===== src/rtl/blink_period_meter.sv =====
// blink_period_meter: watches a same-clock blink signal, reports edges,
// period and high-phase length in cycles, rising-edge count, and flags a
// blinker that has stopped producing rising edges.
module blink_period_meter #(
  parameter int CNT_W   = 8,
  parameter int TIMEOUT = 200
) (
  input  logic             clk,
  input  logic             rst,
  input  logic             blink,
  output logic             rise,
  output logic             fall,
  output logic [CNT_W-1:0] period,
  output logic             period_vld,
  output logic [CNT_W-1:0] high_len,
  output logic             stalled,
  output logic [7:0]       edge_cnt
);

  typedef enum logic [1:0] {SYNC, RUN, STALL} state_t;

  localparam logic [CNT_W-1:0] TMO = CNT_W'(TIMEOUT);

  state_t           state, state_nx;
  logic             b0, b1;
  logic [CNT_W-1:0] timer;
  logic             timer_ld, timer_inc, per_ld, hl_ld, cnt_inc;

  // Edge detect from the two-stage sample pipe; both edges seen in any state.
  assign rise = b0 & ~b1;
  assign fall = ~b0 & b1;

  // Sample pipe for edge detection.
  always_ff @(posedge clk) begin
    if (rst) begin
      b0 <= 1'b0;
      b1 <= 1'b0;
    end else begin
      b0 <= blink;
      b1 <= b0;
    end
  end

  // Next-state and datapath controls. The first rise after SYNC or STALL
  // only restarts the timer: the interval behind it is not a real period.
  always_comb begin
    state_nx  = state;
    timer_ld  = 1'b0;
    timer_inc = 1'b0;
    per_ld    = 1'b0;
    hl_ld     = 1'b0;
    cnt_inc   = 1'b0;
    case (state)
      SYNC: begin
        if (rise) begin
          state_nx = RUN;
          timer_ld = 1'b1;
          cnt_inc  = 1'b1;
        end
      end
      RUN: begin
        hl_ld = fall;
        if (rise) begin
          // A rise landing on the timeout cycle still counts as a period.
          per_ld   = 1'b1;
          timer_ld = 1'b1;
          cnt_inc  = 1'b1;
        end else if (timer == TMO) begin
          state_nx = STALL;
        end else begin
          timer_inc = 1'b1;
        end
      end
      STALL: begin
        if (rise) begin
          state_nx = RUN;
          timer_ld = 1'b1;
          cnt_inc  = 1'b1;
        end
      end
      default: state_nx = SYNC;
    endcase
  end

  // State, timer and measurement registers. Timer freezes outside RUN and
  // never passes TIMEOUT, so it cannot wrap.
  always_ff @(posedge clk) begin
    if (rst) begin
      state      <= SYNC;
      timer      <= '0;
      period     <= '0;
      period_vld <= 1'b0;
      high_len   <= '0;
      stalled    <= 1'b0;
      edge_cnt   <= '0;
    end else begin
      state      <= state_nx;
      period_vld <= per_ld;
      stalled    <= (state_nx == STALL);
      if (timer_ld)       timer <= CNT_W'(1);
      else if (timer_inc) timer <= timer + CNT_W'(1);
      if (per_ld)  period   <= timer;
      if (hl_ld)   high_len <= timer;
      if (cnt_inc) edge_cnt <= edge_cnt + 8'd1;
    end
  end

endmodule


===== config.mk =====
export PLATFORM = sky130hd
export DESIGN_NAME = blink_period_meter
export DESIGN_NICKNAME = d
export VERILOG_FILES = /design/src/rtl/blink_period_meter.sv
export SDC_FILE = /design/constraint.sdc
export NUM_CORES = 1
export LEC_CHECK = 0
export ABC_CLOCK_PERIOD_IN_PS = 3300
export CORE_MARGIN = 4
export CORE_UTILIZATION = 35
export CTS_BUF_LIST = sky130_fd_sc_hd__clkbuf_4
export CTS_CLUSTER_DIAMETER = 60
export DETAILED_ROUTE_END_ITERATION = 7
export HOLD_SLACK_MARGIN = 0.12
export PLACE_DENSITY = 0.67
export SLEW_MARGIN = 20
export SYNTH_ARGS = -nofsm -noshare
export SYNTH_HDL_FRONTEND = slang
export SYNTH_SLANG_ARGS = --single-unit

===== constraint.sdc =====
create_clock -name clk -period 3.3 [get_ports clk]
set_input_delay 0.99 -clock clk [delete_from_list [all_inputs] [get_ports clk]]
set_output_delay 0.99 -clock clk [all_outputs]
set_load 0.03 [all_outputs]

# Yosys cells after proc, flatten, opt, wreduce, memory -nomap -nowiden
# Cells that the tools add are included.
# totals
register_bits,38
input_bits,3
# op_classes
add_sub_neg,2
eq_ne,4
muxes,13
bitwise_logic,4
n_reduce_logical,5
# op_table
op,n
$add 8x1->8 const B,2
$mux 1,9
$eq 8x8->1 const B,1
$mux 2,3
$eq 2x2->1 const B,2
$pmux 2 s2,1
$reduce_or 2->1,2
$reduce_or 3->1,1
$and 1x1->1,2
$eq 2x1->1 const B,1
$logic_not 2->1,1
$not 1->1,2
$reduce_bool 2->1,1

# Depth between registers and ports, before layout
# Gate-level depths: netlist of run 1.
# logic_depth
depth_word,6
mapped_depth,6
mapped_depth_nobuf,6

# Worst setup path after synthesis of run 1
# No wires, ideal clock.
# synth_path
path_type,reg-to-output
startpoint,register b0
endpoint,output rise
t_arrival_ps,830
required_ps,2310
path_slack_ps,1480
stages_incl_launch_ff,4
path_cell_list,dfxtp_1 > nand2b_4 > inv_2 > buf_2
# synth_via
elab_chain_cells,1
# synth_lines
item,line_no,source
start: declaration,25,"logic b0, b1;"
start signal: assignment,39,b0 <= blink;
$and 1x1->1,30,assign rise = b0 & ~b1;
end: declaration,11,"output logic rise,"
# No other way between the ends.

# Worst setup path in the final report of run 1
# Same ends and word-level chain as after synthesis.

==> results.toml, run 1 <==
[clock_tree]
total_clock_buffers_created_by_cts = 5
clkLatencyLatePin_ps = 340
max-clock-path-buffers = 2
postCtsResizedCells = 0
cts_root_buf = "sky130_fd_sc_hd__clkbuf_4"
cts.clk_slew.worst_paths_ps = 100
tritoncts_num_sinks = 38
cts-htree-levels = 2
tritoncts = "built"
post_cts.repair.setup_buffers = 0
postCtsHoldBufs = 0

[sta]
setup_viol = 0
report.final.hold_viol_count = 0
setup_tns_ps = 0
slew_violations = 0
final_min_period_over_clock_period_pct = 84.60
rsz0062_at_grt = "false"
worst_slew_margin_relative_to_its_limit_pct = 67.60
worstMarginPinSlew_ps = 486.0
period_minus_slack_ps = 2792
worst_slack_ps = 508.4
maxClockFrequency_ghz = 0.3582
fin_worst_skew_ps = 6.474

[layout]
finish.utilization_pct = 46.80
drive_above_1_share_pct = 7.960
areaGrowthSynthToFinish_pct = 24.50
final_area_mm2 = 0.001939
diodes = 0
fillers = 419
nNetsFinal = 207

[logic_synthesis]
netlist_area_mm2 = 0.001558
synth.net_count = 175
synth-simple-area-share_pct = 25.86
netlist_top_cells_area = "sky130_fd_sc_hd__dfxtp_1 49%, sky130_fd_sc_hd__mux2i_1 5.8%, sky130_fd_sc_hd__nand2_1 5.8%, sky130_fd_sc_hd__a21oi_1 4.8%, sky130_fd_sc_hd__nor2_1 4.8%"
post_synth_most_frequent_cells = "38 x sky130_fd_sc_hd__dfxtp_1, 24 x sky130_fd_sc_hd__nand2_1, 20 x sky130_fd_sc_hd__nor2_1, 15 x sky130_fd_sc_hd__a21oi_1, 9 x sky130_fd_sc_hd__mux2i_1"
count_of_flip_flops_with_a_built_in_enable_after_synthesis = 0
synthesis.instances = 169
ys_seq_area_share_pct = 48.84
async_reset_ff_share_pct = 0
synth_compound_area_share_pct = 8.193
syn_area_per_cell_um2 = 9.217
synth_fa_ha_area_share_pct = 2.410
yosys.area.top_type_share_pct = 48.84
ys_dominant_reg_cell = "sky130_fd_sc_hd__dfxtp_1"
synth_cell_types = 34
ys_seq_elements = 38
post-synth-top-count-cell = "sky130_fd_sc_hd__dfxtp_1"
yosysTopAreaCell = "sky130_fd_sc_hd__dfxtp_1"
multiplexer_share_of_the_synthesized_area_pct = 5.783
yosys.area_share.xor_xnor_pct = 5.622
yosysWarnings = 0
largest_family_of_logic_cells_by_synthesized_area = "simple AND/OR/NAND/NOR gates"

[critical_path]
cp-end-kind = "primary output"
crit_path_start_kind = "register"
path_buf_inv = 2
worst_path_largest_cell_delay_ps = 740
worst_setup_path_type = "reg -> out"
crit_path_cell_trace = "nand2b_4, inv_2, clkdlybuf4s50_1"
top_cell_family_by_delay_on_the_critical_path = "buffers and inverters"
cp_data_required_time_ps = 2310
critical_path_peak_fanout = 17
worst-endpoint-arrival_ps = 1800
critical_path.slowest_cell = "sky130_fd_sc_hd__clkdlybuf4s50_1"

[job]
maxCapViolations = 0

[global_route]
antenna_violations_before_repair = 0
global_route.usage.total_pct = 11.71
first_pass_grt_wire_length_um = 4988
grt_pass1_vias = 1147
grt_start_max_net_pins = 23
globalRouteOverflowTotal = 0

[detailed_routing]
final_wl_um = 2935
detailedRoute.firstPassIterationCount = 4
first_iter_violations = 29
wire_per_inst_um = 11.69
dr_total_vias = 1206
post_drt_via_cell_ratio = 4.805
drcViolationCount = 0
ant_nets = 0

[placed_design]
gpl.final_weighted_congestion = 0.7734
preCtsSetupSlack_ps = 883.1
place.port_buffers = 30
detailedPlacementHpwl_um = 2157
dpl_cell_area_mm2 = 0.001892

[floorplanning]
floorplan.die.height_um = 74.72
die_area_mm2 = 0.005582
start_util_pct = 37.59
core_area_mm2 = 0.004144
pin_count = 31
std_cell_rows = 23
fp.dieW_um = 74.72

[power_and_ir_drop]
power.density_cell_area_mw_per_mm2 = 381.9
power.ir.vdd_worst_mv = 0.1825
power.static_leakage_nw = 0.6459

[status]
status = "finished clean"

[worst_hold_path]
timing.hold.worst.class = "reg -> reg"
power by group:
part,internal (W),total [W],switching (W)
clock network,0.0000766,0.000219,0.000143
logic,0.0000191,0.0000496,0.0000305
registers,0.000464,0.000472,0.00000751
total,0.000560,0.000741,0.000181
metrics by stage:
step,std cells,total power [W],hold WS (ps)
global route,251,0.0007765,489.7
finish,251,0.0007406,459.1
floorplan,169,0.0005167,457.6
detailed placement,244,0.0005327,449.2
global placement,244,0.0005320,444.9
CTS,251,0.0007529,465.0
registers in the layout, summed over array words and instances, names as in the netlist:
register	cells
edge_cnt	8
period	8
high_len	8
period_vld	1
stalled	1
state	2
timer	8
b1	1
b0	1
worst min-delay path, cell delays in order (launching register included):
cell and delay (ps):
sky130_fd_sc_hd__dfxtp_1 320, sky130_fd_sc_hd__nand2_1 50, sky130_fd_sc_hd__a21oi_1 50
logic make-up after synthesis:
group,Yosys count
mux,9
xor+xnor,10
fa+ha+maj,3
simple gates,78
buf+inv,10
flops,38
compound gates,21
metal layers:
| metal | wire length (um) | share of wire [%] | GRT usage (%) | up-vias |
|---|---|---|---|---|
| li1 | - | - | - | 632 |
| met5 | 0 | 0 | 0 | - |
| met2 | 1362 | 46 | 18.73 | 24 |
| met3 | 119 | 4.1 | 3.605 | 7 |
| met1 | 1395 | 48 | 14.14 | 543 |
| met4 | 56 | 1.9 | 6.126 | 0 |
placed cells by master (no fill, tap or decap), drive strengths merged, types with 3 or more instances in the layout:
cell type       n
clkdlybuf4s50  30
nor3            4
nor2b           4
xnor2           5
and2            3
inv             4
nand2          24
nand4           5
ha              3
clkbuf          5
xor2            5
nand2b          3
nor2           20
mux2i           9
nand3           6
dfxtp          38
a21oi          15
final timing paths:
path	from	endpoint	slack, ps	cells past startpoint
setup / recovery	b0$_SDFF_PP0_	rise	510	3
hold / removal	period[7]$_SDFFE_PP0P_	period[7]$_SDFFE_PP0P_	460	2
setup reg to reg	timer[0]$_SDFFE_PP0P_	timer[1]$_SDFFE_PP0P_	1710	6
hold reg to reg	period[7]$_SDFFE_PP0P_	period[7]$_SDFFE_PP0P_	460	2
final cells by class:
cell class	count	area, um2	area share (%)
flip-flops and latches	38	760.7	39.23
multi-input cells	121	745.7	38.45
repair buffers	31	307.8	15.87
well taps	50	62.56	3.226
clock buffers	5	37.54	1.935
inverters	4	15.01	0.7742
clock inverters	2	10.01	0.5161
Note: power is estimated with default switching activity, not from simulation.
==> run 2, diff against run 1 <==
- ABC_CLOCK_PERIOD_IN_PS: 3300 -> 2900
- clock period: 3.3 -> 2.9 ns (I/O delays scaled with it)
==> run 2 against run 1 <==
First-iteration DRC count increased by 83%. Routed wire length grew 2.7%. Count of clock-buffer cells in the layout increased by 1. Largest power group unchanged. Highest routed layer unchanged.
==> results.toml, run 2 (synthesis results as in run 1) <==
[clock_tree]
cts.clk_slew.worst_paths_ps = 100
postCtsHoldBufs = 0
max-clock-path-buffers = 2
postCtsResizedCells = 0
tritoncts_num_sinks = 38
clkLatencyLatePin_ps = 340
cts_root_buf = "sky130_fd_sc_hd__clkbuf_4"
tritoncts = "built"
cts-htree-levels = 2
post_cts.repair.setup_buffers = 0
total_clock_buffers_created_by_cts = 5

[placed_design]
gpl.final_weighted_congestion = 0.7572
detailedPlacementHpwl_um = 2162
place.port_buffers = 30
preCtsSetupSlack_ps = 618.9

[global_route]
antenna_violations_before_repair = 0
globalRouteOverflowTotal = 0
grt_start_max_net_pins = 18
first_pass_grt_wire_length_um = 5106
grt_pass1_vias = 1161
global_route.usage.total_pct = 12.12

[floorplanning]
start_util_pct = 37.59
pin_count = 31
fp.dieW_um = 74.72
die_area_mm2 = 0.005582
floorplan.die.height_um = 74.72
core_area_mm2 = 0.004144
std_cell_rows = 23

[sta]
slew_violations = 0
period_minus_slack_ps = 2655
maxClockFrequency_ghz = 0.3766
whs_ps = 458.8
final_min_period_over_clock_period_pct = 91.56
rsz0062_at_grt = "false"
report.final.hold_viol_count = 0
setup_viol = 0
worstMarginPinSlew_ps = 493.1
setup_tns_ps = 0
worst_slew_margin_relative_to_its_limit_pct = 67.13
fin_worst_skew_ps = 8.823
worst_slack_ps = 244.9

[detailed_routing]
wire_per_inst_um = 11.92
first_iter_violations = 53
dr_total_vias = 1211
final_wl_um = 3015
detailedRoute.firstPassIterationCount = 4
ant_nets = 0
post_drt_via_cell_ratio = 4.787
drcViolationCount = 0

[critical_path]
critical_path.slowest_cell = "sky130_fd_sc_hd__clkdlybuf4s50_1"
critical_path_peak_fanout = 17
rr_startpoint = "timer[0]$_SDFFE_PP0P_"
reg2reg_depth = 6
worst_setup_path_type = "reg -> out"
worst-endpoint-arrival_ps = 1790
path_buf_inv = 2
cp-end-kind = "primary output"
timing.rr.end = "timer[1]$_SDFFE_PP0P_"
crit_path_cell_trace = "nand2b_4, inv_2, clkdlybuf4s50_1"
crit_path_start_kind = "register"
worst_path_largest_cell_delay_ps = 740
top_cell_family_by_delay_on_the_critical_path = "buffers and inverters"
rrSetupSlack_ps = 1310
cp_data_required_time_ps = 2030

[status]
status = "finished clean"

[layout]
nNetsFinal = 208
diodes = 0
final_cell_mix = "38 x sky130_fd_sc_hd__dfxtp_1, 30 x sky130_fd_sc_hd__clkdlybuf4s50_1, 24 x sky130_fd_sc_hd__nand2_1"
drive_above_1_share_pct = 8.374
most_common_cell_after_layout_fill_and_taps_aside = "sky130_fd_sc_hd__dfxtp_1"
areaGrowthSynthToFinish_pct = 25.38

[power_and_ir_drop]
power.ir.vdd_worst_mv = 0.3098
power.density_cell_area_mw_per_mm2 = 440.7
power.static_leakage_nw = 0.6530
total_power_w = 0.0008607

[worst_hold_path]
hold-path-cell-count = 2
timing.hold.worst.class = "reg -> reg"
hold_start = "period[7]$_SDFFE_PP0P_"
min_delay_worst_endpoint = "period[7]$_SDFFE_PP0P_"

[job]
maxCapViolations = 0
==> run 2: cell count changes in the layout (fill, tap and decap cells not counted), sizes merged <==
cell / before / now
clkbuf: 5 / 6
buf: 1 / 2
==> run 2: stage by stage <==
stage	utilization, %	std cells	instance area, um2
final	47.13	253	1953
after global routing	47.13	253	1953
after CTS	47.13	253	1953
after detailed placement	45.83	245	1899
after global placement	45.83	245	1899
after floorplan	-	169	1558
==> run 2: how the worst max path moves through the flow <==
| stage | from | to | slack, ps | depth (start not counted) |
|---|---|---|---|---|
| finish | b0$_SDFF_PP0_ | rise | 240 | 3 |
| global route | b0$_SDFF_PP0_ | rise | 140 | 3 |
| CTS | b0$_SDFF_PP0_ | rise | 220 | 3 |
| detailed placement | b0$_SDFF_PP0_ | rise | 620 | 3 |
| global placement | b0$_SDFF_PP0_ | rise | 620 | 3 |
| floorplan | b0$_SDFF_PP0_ | rise | 1200 | 3 |
==> run 2: layout make-up <==
type                    instances  area [um2]
clock buffers                   6       45.04
clock inverters                 2       8.758
fillers                       440        2191
inverters                       4       15.01
multi-input cells             121       745.7
flip-flops and latches         38       760.7
well taps                      50       62.56
repair buffers                 32       315.3
==> run 2: routing by layer <==
layer / routed length [um] / part of all wire (%) / vias up / global-route usage [%]
met5: 0 / 0 / - / 0
met4: 42 / 1.4 / 0 / 4.348
met3: 169 / 5.6 / 6 / 4.806
met2: 1396 / 46 / 29 / 19.51
met1: 1407 / 47 / 541 / 14.71
li1: - / - / 635 / -
==> run 2: report_power, final <==
part	switching, W	total [W]	internal [W]	leakage [nW]
sequential	0.00000831	0.000537	0.000528	0.307
combinational	0.0000352	0.0000579	0.0000227	0.313
clock	0.000166	0.000266	0.000100	0.0331
total	0.000209	0.000861	0.000651	0.653
==> run 2: tightest hold or removal path: stages (launching register included) <==
cell	delay, ps
sky130_fd_sc_hd__dfxtp_1	320
sky130_fd_sc_hd__nand2_1	50
sky130_fd_sc_hd__a21oi_1	50
==> run 3, diff against run 2 <==
- CAP_MARGIN: unset -> 20
- SETUP_SLACK_MARGIN: unset -> 0.02
==> results of run 3 <==
Same layout as run 2: the final DEF is identical, and so are final timing and power.
